**src/rtl/key_pkg.sv**
```systemverilog
// Shared default constants for key debouncing. The bank and other key consumers
// take their timing defaults from here so they stay consistent.
package key_pkg;
    localparam int KEY_STABLE_DEFAULT = 2424832;
    localparam int KEY_HOLD_DEFAULT   = 50000000;
    localparam int KEY_REPEAT_DEFAULT = 0;
    localparam int KEY_CNT_W          = 23;
    localparam int KEY_HOLD_W         = 26;
endpackage

```
**src/rtl/key_debounce_bank_if.sv**
```systemverilog
// Key bank bundle: raw pins in, debounced level and event pulses out.
// The master side is the pin/consumer environment; the slave side is the debouncer.
interface key_debounce_bank_if #(
    parameter int NUM_KEYS = 4
);
    logic [NUM_KEYS-1:0] key_in;
    logic [NUM_KEYS-1:0] key_level;
    logic [NUM_KEYS-1:0] key_press;
    logic [NUM_KEYS-1:0] key_release;
    logic [NUM_KEYS-1:0] key_hold;

    modport master (output key_in, input key_level, key_press, key_release, key_hold);
    modport slave  (input key_in, output key_level, key_press, key_release, key_hold);
endinterface

```
**src/rtl/key_debounce_chan.sv**
```systemverilog
// One key channel: 2-FF synchroniser, stability counter, registered press/release
// pulses, and hold detection with optional auto-repeat.
module key_debounce_chan
    import key_pkg::*;
#(
    parameter int ACTIVE_LOW    = 1,
    parameter int STABLE_CYCLES = KEY_STABLE_DEFAULT,
    parameter int CNT_W         = KEY_CNT_W,
    parameter int HOLD_CYCLES   = KEY_HOLD_DEFAULT,
    parameter int REPEAT_CYCLES = KEY_REPEAT_DEFAULT,
    parameter int HOLD_W        = KEY_HOLD_W
) (
    input  logic clk,
    input  logic rst,
    input  logic key_i,
    output logic level_o,
    output logic press_o,
    output logic release_o,
    output logic hold_o
);
    localparam logic              AL          = (ACTIVE_LOW != 0);
    localparam logic [CNT_W-1:0]  STABLE_LAST = CNT_W'(STABLE_CYCLES - 1);
    localparam logic [HOLD_W-1:0] HOLD_LAST   = HOLD_W'(HOLD_CYCLES - 1);
    localparam logic [HOLD_W-1:0] REP_LAST    = HOLD_W'((REPEAT_CYCLES == 0) ? 0 : REPEAT_CYCLES - 1);

    logic [1:0]        sync_q;
    logic [CNT_W-1:0]  cnt_q;
    logic [HOLD_W-1:0] hcnt_q;
    logic              level_q, press_q, release_q, hold_q;
    logic              rep_q, done_q;
    logic              s, chg_now, rel_now;
    logic [HOLD_W-1:0] hold_thr;

    // s is the synchronised pin normalised so that 1 means pressed
    assign s        = sync_q[1] ^ AL;
    assign chg_now  = (s != level_q) && (cnt_q == STABLE_LAST);
    assign rel_now  = chg_now && level_q;
    assign hold_thr = rep_q ? REP_LAST : HOLD_LAST;

    always_ff @(posedge clk) begin
        if (rst) begin
            sync_q    <= {2{AL}};
            cnt_q     <= '0;
            hcnt_q    <= '0;
            level_q   <= 1'b0;
            press_q   <= 1'b0;
            release_q <= 1'b0;
            hold_q    <= 1'b0;
            rep_q     <= 1'b0;
            done_q    <= 1'b0;
        end else begin
            sync_q    <= {sync_q[0], key_i};
            press_q   <= 1'b0;
            release_q <= 1'b0;
            hold_q    <= 1'b0;

            if (s == level_q) begin
                cnt_q <= '0;
            end else if (chg_now) begin
                cnt_q     <= '0;
                level_q   <= s;
                press_q   <= s;
                release_q <= ~s;
            end else begin
                cnt_q <= cnt_q + 1'b1;
            end

            // A release due this cycle suppresses any hold pulse due on the same edge
            if (!level_q || rel_now) begin
                hcnt_q <= '0;
                rep_q  <= 1'b0;
                done_q <= 1'b0;
            end else if (hcnt_q == hold_thr) begin
                if (!done_q) hold_q <= 1'b1;
                if (REPEAT_CYCLES == 0) begin
                    done_q <= 1'b1;
                end else begin
                    hcnt_q <= '0;
                    rep_q  <= 1'b1;
                end
            end else begin
                hcnt_q <= hcnt_q + 1'b1;
            end
        end
    end

    assign level_o   = level_q;
    assign press_o   = press_q;
    assign release_o = release_q;
    assign hold_o    = hold_q;
endmodule

```
**src/rtl/key_debounce_bank.sv**
```systemverilog
// Multi-channel key debouncer: NUM_KEYS independent key_debounce_chan instances
// with no shared state.
module key_debounce_bank
    import key_pkg::*;
#(
    parameter int NUM_KEYS      = 4,
    parameter int ACTIVE_LOW    = 1,
    parameter int STABLE_CYCLES = KEY_STABLE_DEFAULT,
    parameter int CNT_W         = KEY_CNT_W,
    parameter int HOLD_CYCLES   = KEY_HOLD_DEFAULT,
    parameter int REPEAT_CYCLES = KEY_REPEAT_DEFAULT,
    parameter int HOLD_W        = KEY_HOLD_W
) (
    input  logic                clk,
    input  logic                rst,
    key_debounce_bank_if.slave  kif
);
    localparam longint HOLD_MAX = (HOLD_CYCLES > REPEAT_CYCLES) ? HOLD_CYCLES : REPEAT_CYCLES;

    if (NUM_KEYS < 1) begin : g_chk_keys
        $error("key_debounce_bank: NUM_KEYS must be >= 1");
    end
    if (ACTIVE_LOW != 0 && ACTIVE_LOW != 1) begin : g_chk_pol
        $error("key_debounce_bank: ACTIVE_LOW must be 0 or 1");
    end
    if (STABLE_CYCLES < 2) begin : g_chk_stable
        $error("key_debounce_bank: STABLE_CYCLES must be >= 2");
    end
    if (longint'(STABLE_CYCLES) >= (longint'(1) << CNT_W)) begin : g_chk_cnt_w
        $error("key_debounce_bank: STABLE_CYCLES must be < 2**CNT_W");
    end
    if (HOLD_CYCLES < 1) begin : g_chk_hold
        $error("key_debounce_bank: HOLD_CYCLES must be >= 1");
    end
    if (REPEAT_CYCLES < 0) begin : g_chk_rep
        $error("key_debounce_bank: REPEAT_CYCLES must be >= 0");
    end
    if (HOLD_MAX >= (longint'(1) << HOLD_W)) begin : g_chk_hold_w
        $error("key_debounce_bank: max(HOLD_CYCLES,REPEAT_CYCLES) must be < 2**HOLD_W");
    end

    logic [NUM_KEYS-1:0] level, press, release_p, hold;

    for (genvar g = 0; g < NUM_KEYS; g++) begin : g_chan
        key_debounce_chan #(
            .ACTIVE_LOW    (ACTIVE_LOW),
            .STABLE_CYCLES (STABLE_CYCLES),
            .CNT_W         (CNT_W),
            .HOLD_CYCLES   (HOLD_CYCLES),
            .REPEAT_CYCLES (REPEAT_CYCLES),
            .HOLD_W        (HOLD_W)
        ) u_chan (
            .clk       (clk),
            .rst       (rst),
            .key_i     (kif.key_in[g]),
            .level_o   (level[g]),
            .press_o   (press[g]),
            .release_o (release_p[g]),
            .hold_o    (hold[g])
        );
    end

    assign kif.key_level   = level;
    assign kif.key_press   = press;
    assign kif.key_release = release_p;
    assign kif.key_hold    = hold;
endmodule

```
**src/flat_wrapper.sv**
```systemverilog
// flat-port wrapper written by rule: the top's interface ports become plain ports
module key_debounce_bank_flat import key_pkg::*;
#(
    parameter int NUM_KEYS      = 4,
    parameter int ACTIVE_LOW    = 1,
    parameter int STABLE_CYCLES = KEY_STABLE_DEFAULT,
    parameter int CNT_W         = KEY_CNT_W,
    parameter int HOLD_CYCLES   = KEY_HOLD_DEFAULT,
    parameter int REPEAT_CYCLES = KEY_REPEAT_DEFAULT,
    parameter int HOLD_W        = KEY_HOLD_W
)
  (clk, rst, kif_key_in, kif_key_level, kif_key_press, kif_key_release, kif_key_hold);
  key_debounce_bank_if #(.NUM_KEYS(NUM_KEYS)) kif_i ();
  input  logic clk;
  input  logic rst;
  input wire logic [$bits(kif_i.key_in)-1:0] kif_key_in;
  output wire logic [$bits(kif_i.key_level)-1:0] kif_key_level;
  output wire logic [$bits(kif_i.key_press)-1:0] kif_key_press;
  output wire logic [$bits(kif_i.key_release)-1:0] kif_key_release;
  output wire logic [$bits(kif_i.key_hold)-1:0] kif_key_hold;
  assign kif_i.key_in = kif_key_in;
  assign kif_key_level = kif_i.key_level;
  assign kif_key_press = kif_i.key_press;
  assign kif_key_release = kif_i.key_release;
  assign kif_key_hold = kif_i.key_hold;
  key_debounce_bank #(.NUM_KEYS(NUM_KEYS), .ACTIVE_LOW(ACTIVE_LOW), .STABLE_CYCLES(STABLE_CYCLES), .CNT_W(CNT_W), .HOLD_CYCLES(HOLD_CYCLES), .REPEAT_CYCLES(REPEAT_CYCLES), .HOLD_W(HOLD_W)) u_core (.clk(clk), .rst(rst), .kif(kif_i));
endmodule
```
**config.mk**
```make
export PLATFORM = sky130hd
export DESIGN_NAME = key_debounce_bank_flat
export DESIGN_NICKNAME = d
export VERILOG_FILES = /design/src/rtl/key_pkg.sv /design/src/rtl/key_debounce_bank_if.sv /design/src/rtl/key_debounce_chan.sv /design/src/rtl/key_debounce_bank.sv /design/src/flat_wrapper.sv
export SDC_FILE = /design/constraint.sdc
export NUM_CORES = 1
export LEC_CHECK = 0
export ABC_AREA = 1
export CAP_MARGIN = 40
export CORE_UTILIZATION = 40
export CTS_BUF_LIST = sky130_fd_sc_hd__clkbuf_8
export CTS_CLUSTER_DIAMETER = 40
export CTS_CLUSTER_SIZE = 28
export DETAILED_ROUTE_END_ITERATION = 7
export GPL_ROUTABILITY_DRIVEN = 0
export PLACE_DENSITY = 0.63
export SLEW_MARGIN = 20
export SYNTH_ARGS = -nofsm -noshare
export SYNTH_HDL_FRONTEND = slang
export SYNTH_SLANG_ARGS = --single-unit
```
**constraint.sdc**
```tcl
create_clock -name clk -period 1.6 [get_ports clk]
set_input_delay 0.32 -clock clk [delete_from_list [all_inputs] [get_ports clk]]
set_output_delay 0.32 -clock clk [all_outputs]
set_load 0.01 [all_outputs]
```
==> flow_results.xml, run 1 <==
<?xml version="1.0" encoding="UTF-8"?>
<metrics>
  <group name="outcome">
    <metric name="run_status" unit="">complete, no violations</metric>
  </group>
  <group name="pwr">
    <metric name="power.total" unit="uW">11510</metric>
    <metric name="static-leakage-power" unit="uW">0.004877</metric>
    <metric name="vdd.ir_drop.worst" unit="mV">0.6031</metric>
    <metric name="powerDensity" unit="mW/mm^2">821.0</metric>
  </group>
  <group name="logic_synthesis">
    <metric name="yosys-top-cells-count" unit="">sky130_fd_sc_hd__nand2_1, sky130_fd_sc_hd__nor2_1, sky130_fd_sc_hd__dfxtp_1</metric>
    <metric name="synth.top_cells.by_area" unit="">sky130_fd_sc_hd__dfxtp_1, sky130_fd_sc_hd__nand2_1, sky130_fd_sc_hd__nor2_1</metric>
    <metric name="ys.warnings.count" unit="">0</metric>
    <metric name="ys_async_sr_fraction" unit="%">0</metric>
    <metric name="synth_most_common_cell" unit="">sky130_fd_sc_hd__nand2_1</metric>
    <metric name="number_of_enable_flip_flop_cells_after_synthesis" unit="">0</metric>
    <metric name="flops_latches_synth" unit="">224</metric>
    <metric name="synth_top_cell_area_share" unit="%">38.71</metric>
    <metric name="yosysUniqueCellTypes" unit="">29</metric>
    <metric name="syn_avg_cell_area" unit="um^2">6.582</metric>
    <metric name="ys_seq_area_share" unit="%">38.71</metric>
    <metric name="synth_area_leader_cell" unit="">sky130_fd_sc_hd__dfxtp_1</metric>
    <metric name="syn_area" unit="mm^2">0.01158</metric>
    <metric name="synthesis.nets" unit="">1774</metric>
    <metric name="synth-main-ff-cell" unit="">sky130_fd_sc_hd__dfxtp_1</metric>
    <metric name="syn-instance-count" unit="">1760</metric>
  </group>
  <group name="die">
    <metric name="design.die.area" unit="mm^2">0.02964</metric>
    <metric name="start_util" unit="%">41.13</metric>
    <metric name="boundary_pin_count" unit="">22</metric>
    <metric name="die_w" unit="um">172.2</metric>
    <metric name="die_y" unit="um">172.2</metric>
    <metric name="fp.coreArea" unit="mm^2">0.02816</metric>
    <metric name="floorplan.rows" unit="">61</metric>
  </group>
  <group name="placement">
    <metric name="place.port_buffers" unit="">21</metric>
    <metric name="post-dp-hpwl" unit="mm">18.07</metric>
    <metric name="placedCellCount" unit="">2207</metric>
    <metric name="place_area" unit="mm^2">0.01273</metric>
    <metric name="place_ws" unit="ps">-49.01</metric>
  </group>
  <group name="routing">
    <metric name="drt_pass1_iterations" unit="">5</metric>
    <metric name="routed_wirelength" unit="mm">25.65</metric>
    <metric name="drcViolationCount" unit="">0</metric>
    <metric name="post_route_antenna_net_violation_count" unit="">0</metric>
    <metric name="post_drt_wl_per_cell" unit="um">11.26</metric>
    <metric name="first_iter_violations" unit="">582</metric>
    <metric name="routed-via-count" unit="">10610</metric>
    <metric name="vias_per_cell" unit="">4.655</metric>
  </group>
  <group name="worst_setup_path">
    <metric name="cp_top_family" unit="">simple AND/OR/NAND/NOR gates</metric>
    <metric name="critical_path.n_buffers_inverters" unit="">1</metric>
    <metric name="reg2reg_setup_slack" unit="ps">50</metric>
    <metric name="crit_path_end_kind" unit="">flip-flop</metric>
    <metric name="timing.critical_path.from_type" unit="">flip-flop</metric>
    <metric name="critical_path.max_stage_delay" unit="ps">360</metric>
    <metric name="worstPathArrival" unit="ps">1960</metric>
    <metric name="critPathKind" unit="">reg -&gt; reg</metric>
    <metric name="critical_path.reg2reg.startpoint" unit="">u_core.g_chan[3].u_chan.cnt_q[0]$_SDFF_PP0_</metric>
    <metric name="cp_cell_sequence" unit="">ha_4 &gt; nand2_2 &gt; nor2_4 &gt; nand2_2 &gt; nor2_4 &gt; nand3_2 &gt; nand3_4 &gt; clkbuf_16 &gt; nor2_1</metric>
    <metric name="slowest_cp_cell" unit="">sky130_fd_sc_hd__dfxtp_2</metric>
    <metric name="timing.rr.end" unit="">u_core.g_chan[3].u_chan.hcnt_q[1]$_SDFFE_PP0P_</metric>
    <metric name="critical_path_peak_fanout" unit="">7</metric>
    <metric name="cp.required" unit="ps">2010</metric>
    <metric name="worst_r2r_path_depth" unit="">9</metric>
  </group>
  <group name="run">
    <metric name="maxCapViolations" unit="">0</metric>
  </group>
  <group name="cts">
    <metric name="clkLatencyLatePin" unit="ps">540</metric>
    <metric name="worst_setup_hold_path_clk_slew" unit="ps">70</metric>
    <metric name="h-tree-depth" unit="">2</metric>
    <metric name="cts_tree" unit="">built</metric>
    <metric name="tritoncts.num_buffers" unit="">34</metric>
    <metric name="cts-root-buf" unit="">sky130_fd_sc_hd__clkbuf_8</metric>
    <metric name="cts_max_path_buffers" unit="">3</metric>
    <metric name="cts.sinks" unit="">224</metric>
    <metric name="cts.hold.buffers_added" unit="">0</metric>
  </group>
  <group name="timing">
    <metric name="finalHoldViolations" unit="">0</metric>
    <metric name="time_the_final_worst_path_needs_with_i_o_delays_and_setup" unit="ps">1551</metric>
    <metric name="max_freq" unit="GHz">0.6445</metric>
    <metric name="pin_slew_with_the_least_headroom_to_its_limit" unit="ps">412.8</metric>
    <metric name="setup-violations-final" unit="">0</metric>
    <metric name="period_utilization" unit="%">96.97</metric>
    <metric name="max-slew-margin-rel" unit="%">72.38</metric>
    <metric name="finClkSkew" unit="ps">26.26</metric>
    <metric name="final.setup.worst_slack" unit="ps">48.51</metric>
    <metric name="slew_violations" unit="">0</metric>
  </group>
  <group name="grt">
    <metric name="global_route.overflow_total" unit="">0</metric>
    <metric name="grt_max_degree" unit="">30</metric>
    <metric name="antenna_found_initial" unit="">0</metric>
    <metric name="gr-usage-all-layers" unit="%">17.22</metric>
    <metric name="grt_pass1_wl" unit="mm">42.63</metric>
    <metric name="vias_in_the_first_global_route" unit="">9574</metric>
  </group>
  <group name="layout">
    <metric name="nets" unit="">1889</metric>
    <metric name="finalCoreUtilization" unit="%">49.78</metric>
    <metric name="final-instance-count-excl-fill" unit="">2279</metric>
    <metric name="area_growth" unit="%">21.02</metric>
    <metric name="drive_gt1_share" unit="%">13.36</metric>
    <metric name="diodes" unit="">0</metric>
    <metric name="fin_area" unit="mm^2">0.01402</metric>
  </group>
  <group name="worst_hold_path">
    <metric name="min_delay_path_depth" unit="">2</metric>
    <metric name="min_to" unit="">u_core.g_chan[1].u_chan.sync_q[0]$_SDFF_PP1_</metric>
    <metric name="hp-class" unit="">in -&gt; reg</metric>
    <metric name="hp-start" unit="">kif_key_in[1]</metric>
  </group>
</metrics>
-- through the flow --
step                      hold slack (ps)  TNS (ps)
after floorplan                     389.5         0
after global placement              392.7    -200.7
after detailed placement            394.0    -779.8
after CTS                           319.0         0
after global routing                345.6    -461.0
final                               347.3         0
-- where the power goes --
part	switching [uW]	total (uW)	internal [uW]	leakage, uW
logic	52.5	101	48.1	0.00264
registers	6.75	5590	5580	0.00181
clock network	2430	5820	3380	0.000426
-- per-layer routing --
layer / global-route usage [%] / wire length [um] / up-vias / share of wire, %
met1: 22.22 / 12180 / 4737 / 47
met5: 0 / 0 / - / 0
met4: 5.425 / 574 / 0 / 2.2
met3: 2.998 / 1031 / 44 / 4.0
met2: 29.07 / 11860 / 161 / 46
li1: - / - / 5666 / -
-- timing repair --
action                     4_1_cts  5_1_grt
pin swaps                        1       10
gates cloned                     0        8
buffers inserted                 0        2
resized for setup               22       71
setup endpoints to repair       50      213
-- worst register-to-register path: cells and delay by family, from the launching register on --
kind | cells | cell delay [ps]
flip-flops | 1 | 360
adder cells (fa/ha/maj) | 1 | 140
AND/OR/NAND/NOR | 7 | 750
buffers and inverters | 1 | 190
-- cells by family (layout without fill, tap and decap cells) --
logic type | count (synthesis) | after routing | synth area share (%)
XOR/XNOR | 104 | 104 | 7.863
AND/OR/NAND/NOR | 1160 | 1160 | 41.90
adder cells (fa/ha/maj) | 8 | 8 | 0.8642
buffers and inverters | 199 | 340 | 7.701
flip-flops | 224 | 224 | 38.71
AO/OA/AOI/OAI | 65 | 65 | 2.960
-- sequential cells by signal (all words and copies together) (netlist names) --
| name | cells |
|---|---|
| u_core.g_chan.u_chan.done_q | 4 |
| u_core.g_chan.u_chan.sync_q | 8 |
| u_core.g_chan.u_chan.level_o | 4 |
| u_core.g_chan.u_chan.hold_o | 4 |
| u_core.g_chan.u_chan.cnt_q | 92 |
| u_core.g_chan.u_chan.release_o | 4 |
| u_core.g_chan.u_chan.hcnt_q | 104 |
| u_core.g_chan.u_chan.press_o | 4 |
-- layout by cell type (no fill, tap or decap), types with 5 or more instances in the layout --
cell type and count:
sky130_fd_sc_hd__xnor2_1 44, sky130_fd_sc_hd__o21ai_0 13, sky130_fd_sc_hd__nand3_1 86, sky130_fd_sc_hd__nor3_1 14, sky130_fd_sc_hd__dfxtp_2 14, sky130_fd_sc_hd__nand2_1 475
sky130_fd_sc_hd__bufinv_16 6, sky130_fd_sc_hd__nand2_2 6, sky130_fd_sc_hd__xor2_1 60, sky130_fd_sc_hd__dlygate4sd2_1 15, sky130_fd_sc_hd__or2_2 16, sky130_fd_sc_hd__nand4_1 28
sky130_fd_sc_hd__nand3_2 10, sky130_fd_sc_hd__inv_1 162, sky130_fd_sc_hd__clkbuf_8 41, sky130_fd_sc_hd__o21bai_1 7, sky130_fd_sc_hd__buf_4 78, sky130_fd_sc_hd__nand3b_1 32
sky130_fd_sc_hd__nor2_1 446, sky130_fd_sc_hd__ha_2 5, sky130_fd_sc_hd__buf_12 9, sky130_fd_sc_hd__nor2_2 21, sky130_fd_sc_hd__a21oi_1 41, sky130_fd_sc_hd__clkdlybuf4s50_1 5
sky130_fd_sc_hd__dfxtp_1 209, sky130_fd_sc_hd__clkinv_2 5, sky130_fd_sc_hd__clkbuf_16 6, sky130_fd_sc_hd__nor2_4 11
-- final cells by class --
cell class                      instances  area [um^2]
Clock buffer                           41        564.3
Clock inverter                         21        287.8
Fill cell                            2802        14140
Inverter                              162        608.1
Multi-Input combinational cell       1337         6450
Sequential cell                       224         4506
Tap cell                              378        473.0
Timing Repair Buffer                  116         1130
-- worst max path at each step --
| stage | start | end | slack (ps) | cells after the start |
|---|---|---|---|---|
| CTS | u_core.g_chan[3].u_chan.cnt_q[0]$_SDFF_PP0_ | u_core.g_chan[3].u_chan.hcnt_q[2]$_SDFFE_PP0P_ | 6 | 9 |
| detailed placement | rst | u_core.g_chan[2].u_chan.hcnt_q[21]$_SDFFE_PP0P_ | -50 | 5 |
| global placement | rst | u_core.g_chan[2].u_chan.hcnt_q[21]$_SDFFE_PP0P_ | -20 | 5 |
| finish | u_core.g_chan[3].u_chan.cnt_q[0]$_SDFF_PP0_ | u_core.g_chan[3].u_chan.hcnt_q[1]$_SDFFE_PP0P_ | 50 | 9 |
| floorplan | u_core.g_chan[1].u_chan.cnt_q[0]$_SDFF_PP0_ | u_core.g_chan[1].u_chan.hcnt_q[22]$_SDFFE_PP0P_ | 30 | 10 |
| global route | u_core.g_chan[2].u_chan.cnt_q[21]$_SDFF_PP0_ | u_core.g_chan[2].u_chan.cnt_q[8]$_SDFF_PP0_ | -30 | 8 |
Power figures use the tool's default switching activity.
==> run 2, diff against run 1 <==
- PLACE_DENSITY: 0.63 -> not set
- PLACE_DENSITY_LB_ADDON: not set -> 0.2
- SKIP_CTS_REPAIR_TIMING: not set -> 1
- TNS_END_PERCENT: not set -> 20
==> flow_results.xml, run 2 (same netlist as run 1, synthesis figures left out) <==
<?xml version="1.0" encoding="UTF-8"?>
<metrics>
  <group name="outcome">
    <metric name="run_status" unit="">complete, no violations</metric>
  </group>
  <group name="placement">
    <metric name="placedCellCount" unit="">2210</metric>
    <metric name="post-dp-hpwl" unit="mm">18.19</metric>
    <metric name="place.port_buffers" unit="">21</metric>
  </group>
  <group name="pwr">
    <metric name="static-leakage-power" unit="uW">0.005136</metric>
    <metric name="power.total" unit="uW">11180</metric>
    <metric name="vdd.ir_drop.worst" unit="mV">0.6211</metric>
    <metric name="powerDensity" unit="mW/mm^2">795.8</metric>
  </group>
  <group name="worst_setup_path">
    <metric name="timing.critical_path.from_type" unit="">flip-flop</metric>
    <metric name="cp.required" unit="ps">2000</metric>
    <metric name="worstPathArrival" unit="ps">1940</metric>
    <metric name="crit_path_end_kind" unit="">flip-flop</metric>
    <metric name="critical_path_peak_fanout" unit="">14</metric>
    <metric name="critPathKind" unit="">reg -&gt; reg</metric>
  </group>
  <group name="grt">
    <metric name="grt_pass1_wl" unit="mm">42.87</metric>
    <metric name="global_route.peak_usage_layer" unit="">met2</metric>
    <metric name="global_route.overflow_total" unit="">0</metric>
    <metric name="global_route.usage.met2" unit="%">29.37</metric>
    <metric name="gr-usage-all-layers" unit="%">17.36</metric>
    <metric name="grt_max_degree" unit="">30</metric>
    <metric name="grt_use_met3" unit="%">3.044</metric>
    <metric name="vias_in_the_first_global_route" unit="">9700</metric>
    <metric name="global_route.usage.met1" unit="%">22.54</metric>
    <metric name="antenna_found_initial" unit="">0</metric>
  </group>
  <group name="timing">
    <metric name="max_freq" unit="GHz">0.6500</metric>
    <metric name="finalHoldViolations" unit="">0</metric>
    <metric name="setup-violations-final" unit="">0</metric>
    <metric name="time_the_final_worst_path_needs_with_i_o_delays_and_setup" unit="ps">1539</metric>
    <metric name="holdWs" unit="ps">351.2</metric>
    <metric name="slew_violations" unit="">0</metric>
    <metric name="finClkSkew" unit="ps">32.45</metric>
    <metric name="pin_slew_with_the_least_headroom_to_its_limit" unit="ps">404.1</metric>
    <metric name="setup_total_negative_slack" unit="ps">0</metric>
    <metric name="max-slew-margin-rel" unit="%">72.96</metric>
    <metric name="period_utilization" unit="%">96.16</metric>
    <metric name="grt_setup_unrepaired" unit="">yes</metric>
  </group>
  <group name="routing">
    <metric name="drt_pass1_iterations" unit="">5</metric>
    <metric name="post_route_antenna_net_violation_count" unit="">0</metric>
    <metric name="post_drt_wl_per_cell" unit="um">11.08</metric>
    <metric name="drcViolationCount" unit="">0</metric>
    <metric name="vias_per_cell" unit="">4.623</metric>
    <metric name="routed-via-count" unit="">10590</metric>
    <metric name="routed_wirelength" unit="mm">25.38</metric>
    <metric name="first_iter_violations" unit="">524</metric>
  </group>
  <group name="die">
    <metric name="floorplan.rows" unit="">61</metric>
    <metric name="boundary_pin_count" unit="">22</metric>
    <metric name="start_util" unit="%">41.13</metric>
    <metric name="design.die.area" unit="mm^2">0.02964</metric>
    <metric name="die_y" unit="um">172.2</metric>
    <metric name="fp.coreArea" unit="mm^2">0.02816</metric>
    <metric name="die_w" unit="um">172.2</metric>
  </group>
  <group name="layout">
    <metric name="final-instance-count-excl-fill" unit="">2291</metric>
    <metric name="drive_gt1_share" unit="%">13.49</metric>
    <metric name="largest_reg_flops" unit="">104</metric>
    <metric name="regMostFlops" unit="">u_core.g_chan.u_chan.hcnt_q</metric>
    <metric name="top_library_cells_by_usage_in_the_layout_fill_and_taps_aside" unit="">sky130_fd_sc_hd__nand2_1, sky130_fd_sc_hd__nor2_1, sky130_fd_sc_hd__dfxtp_1</metric>
    <metric name="regArea" unit="mm^2">0.004501</metric>
    <metric name="multiInputGateArea" unit="mm^2">0.006441</metric>
    <metric name="nets" unit="">1898</metric>
    <metric name="diodes" unit="">0</metric>
    <metric name="most_common_cell_after_layout_fill_and_taps_aside" unit="">sky130_fd_sc_hd__nand2_1</metric>
    <metric name="area_growth" unit="%">21.24</metric>
    <metric name="n_fill_cell" unit="">2855</metric>
    <metric name="largestRegisters" unit="">u_core.g_chan.u_chan.hcnt_q: 104 flops, u_core.g_chan.u_chan.cnt_q: 92 flops, u_core.g_chan.u_chan.sync_q: 8 flops</metric>
  </group>
  <group name="cts">
    <metric name="cts-root-buf" unit="">sky130_fd_sc_hd__clkbuf_8</metric>
    <metric name="cts_tree" unit="">built</metric>
    <metric name="tritoncts.num_buffers" unit="">37</metric>
    <metric name="cts.sinks" unit="">224</metric>
    <metric name="worst_setup_hold_path_clk_slew" unit="ps">70</metric>
    <metric name="cts_max_path_buffers" unit="">3</metric>
    <metric name="h-tree-depth" unit="">2</metric>
    <metric name="clkLatencyLatePin" unit="ps">540</metric>
  </group>
  <group name="run">
    <metric name="maxCapViolations" unit="">0</metric>
  </group>
  <group name="worst_hold_path">
    <metric name="hp-class" unit="">in -&gt; reg</metric>
  </group>
</metrics>
-- run 2: changes by cell type in the layout (fill, tap and decap cells not counted), moves of 5 or more --
cell                             change
sky130_fd_sc_hd__buf_4               +8
sky130_fd_sc_hd__dlygate4sd2_1      -15
sky130_fd_sc_hd__dlymetal6s2s_1     +16
sky130_fd_sc_hd__inv_1               +5
-- run 2: worst paths after layout --
path	from	to	slack [ps]	depth (start not counted)
max	u_core.g_chan[3].u_chan.cnt_q[1]$_SDFF_PP0_	u_core.g_chan[3].u_chan.hcnt_q[7]$_SDFFE_PP0P_	60	9
max reg2reg	u_core.g_chan[3].u_chan.cnt_q[1]$_SDFF_PP0_	u_core.g_chan[3].u_chan.hcnt_q[7]$_SDFFE_PP0P_	60	9
min	kif_key_in[3]	u_core.g_chan[3].u_chan.sync_q[0]$_SDFF_PP1_	350	2
min reg2reg	u_core.g_chan[1].u_chan.sync_q[0]$_SDFF_PP1_	u_core.g_chan[1].u_chan.sync_q[1]$_SDFF_PP1_	400	1
-- run 2: metal layers --
metal | part of all wire (%) | routed length, um
met1 | 49 | 12330
met2 | 46 | 11750
met3 | 3.4 | 851
met4 | 1.8 | 452
met5 | 0 | 0
-- run 2: final cells by class --
cell class / count / area share, %
repair buffers: 122 / 8.535
flip-flops and latches: 224 / 32.05
clock inverters: 25 / 1.639
inverters: 162 / 4.330
well taps: 378 / 3.368
clock buffers: 43 / 4.214
multi-input cells: 1337 / 45.87
-- run 2: critical path: stages, from the launching register on --
cell,delay [ps]
sky130_fd_sc_hd__dfxtp_2,350
sky130_fd_sc_hd__ha_4,140
sky130_fd_sc_hd__nand2_2,70
sky130_fd_sc_hd__nor2_4,140
sky130_fd_sc_hd__nand2_2,90
sky130_fd_sc_hd__nor2_4,140
sky130_fd_sc_hd__nand3_2,110
sky130_fd_sc_hd__nand3_4,140
sky130_fd_sc_hd__clkbuf_16,200
sky130_fd_sc_hd__nor2_1,50
-- run 2: metrics by stage --
stage	utilization (%)	worst slack, ps	area (um^2)
after floorplan	-	29.47	11580
after global placement	45.29	-24.75	12760
after detailed placement	45.29	-42.50	12760
after CTS	48.21	-300.5	13580
after global routing	49.86	-115.6	14040
final	49.86	61.47	14040
-- run 2: report_power, final --
part	switching (uW)	internal, uW
registers	6.75	5590
clock network	2460	3030
logic	47.9	43.0
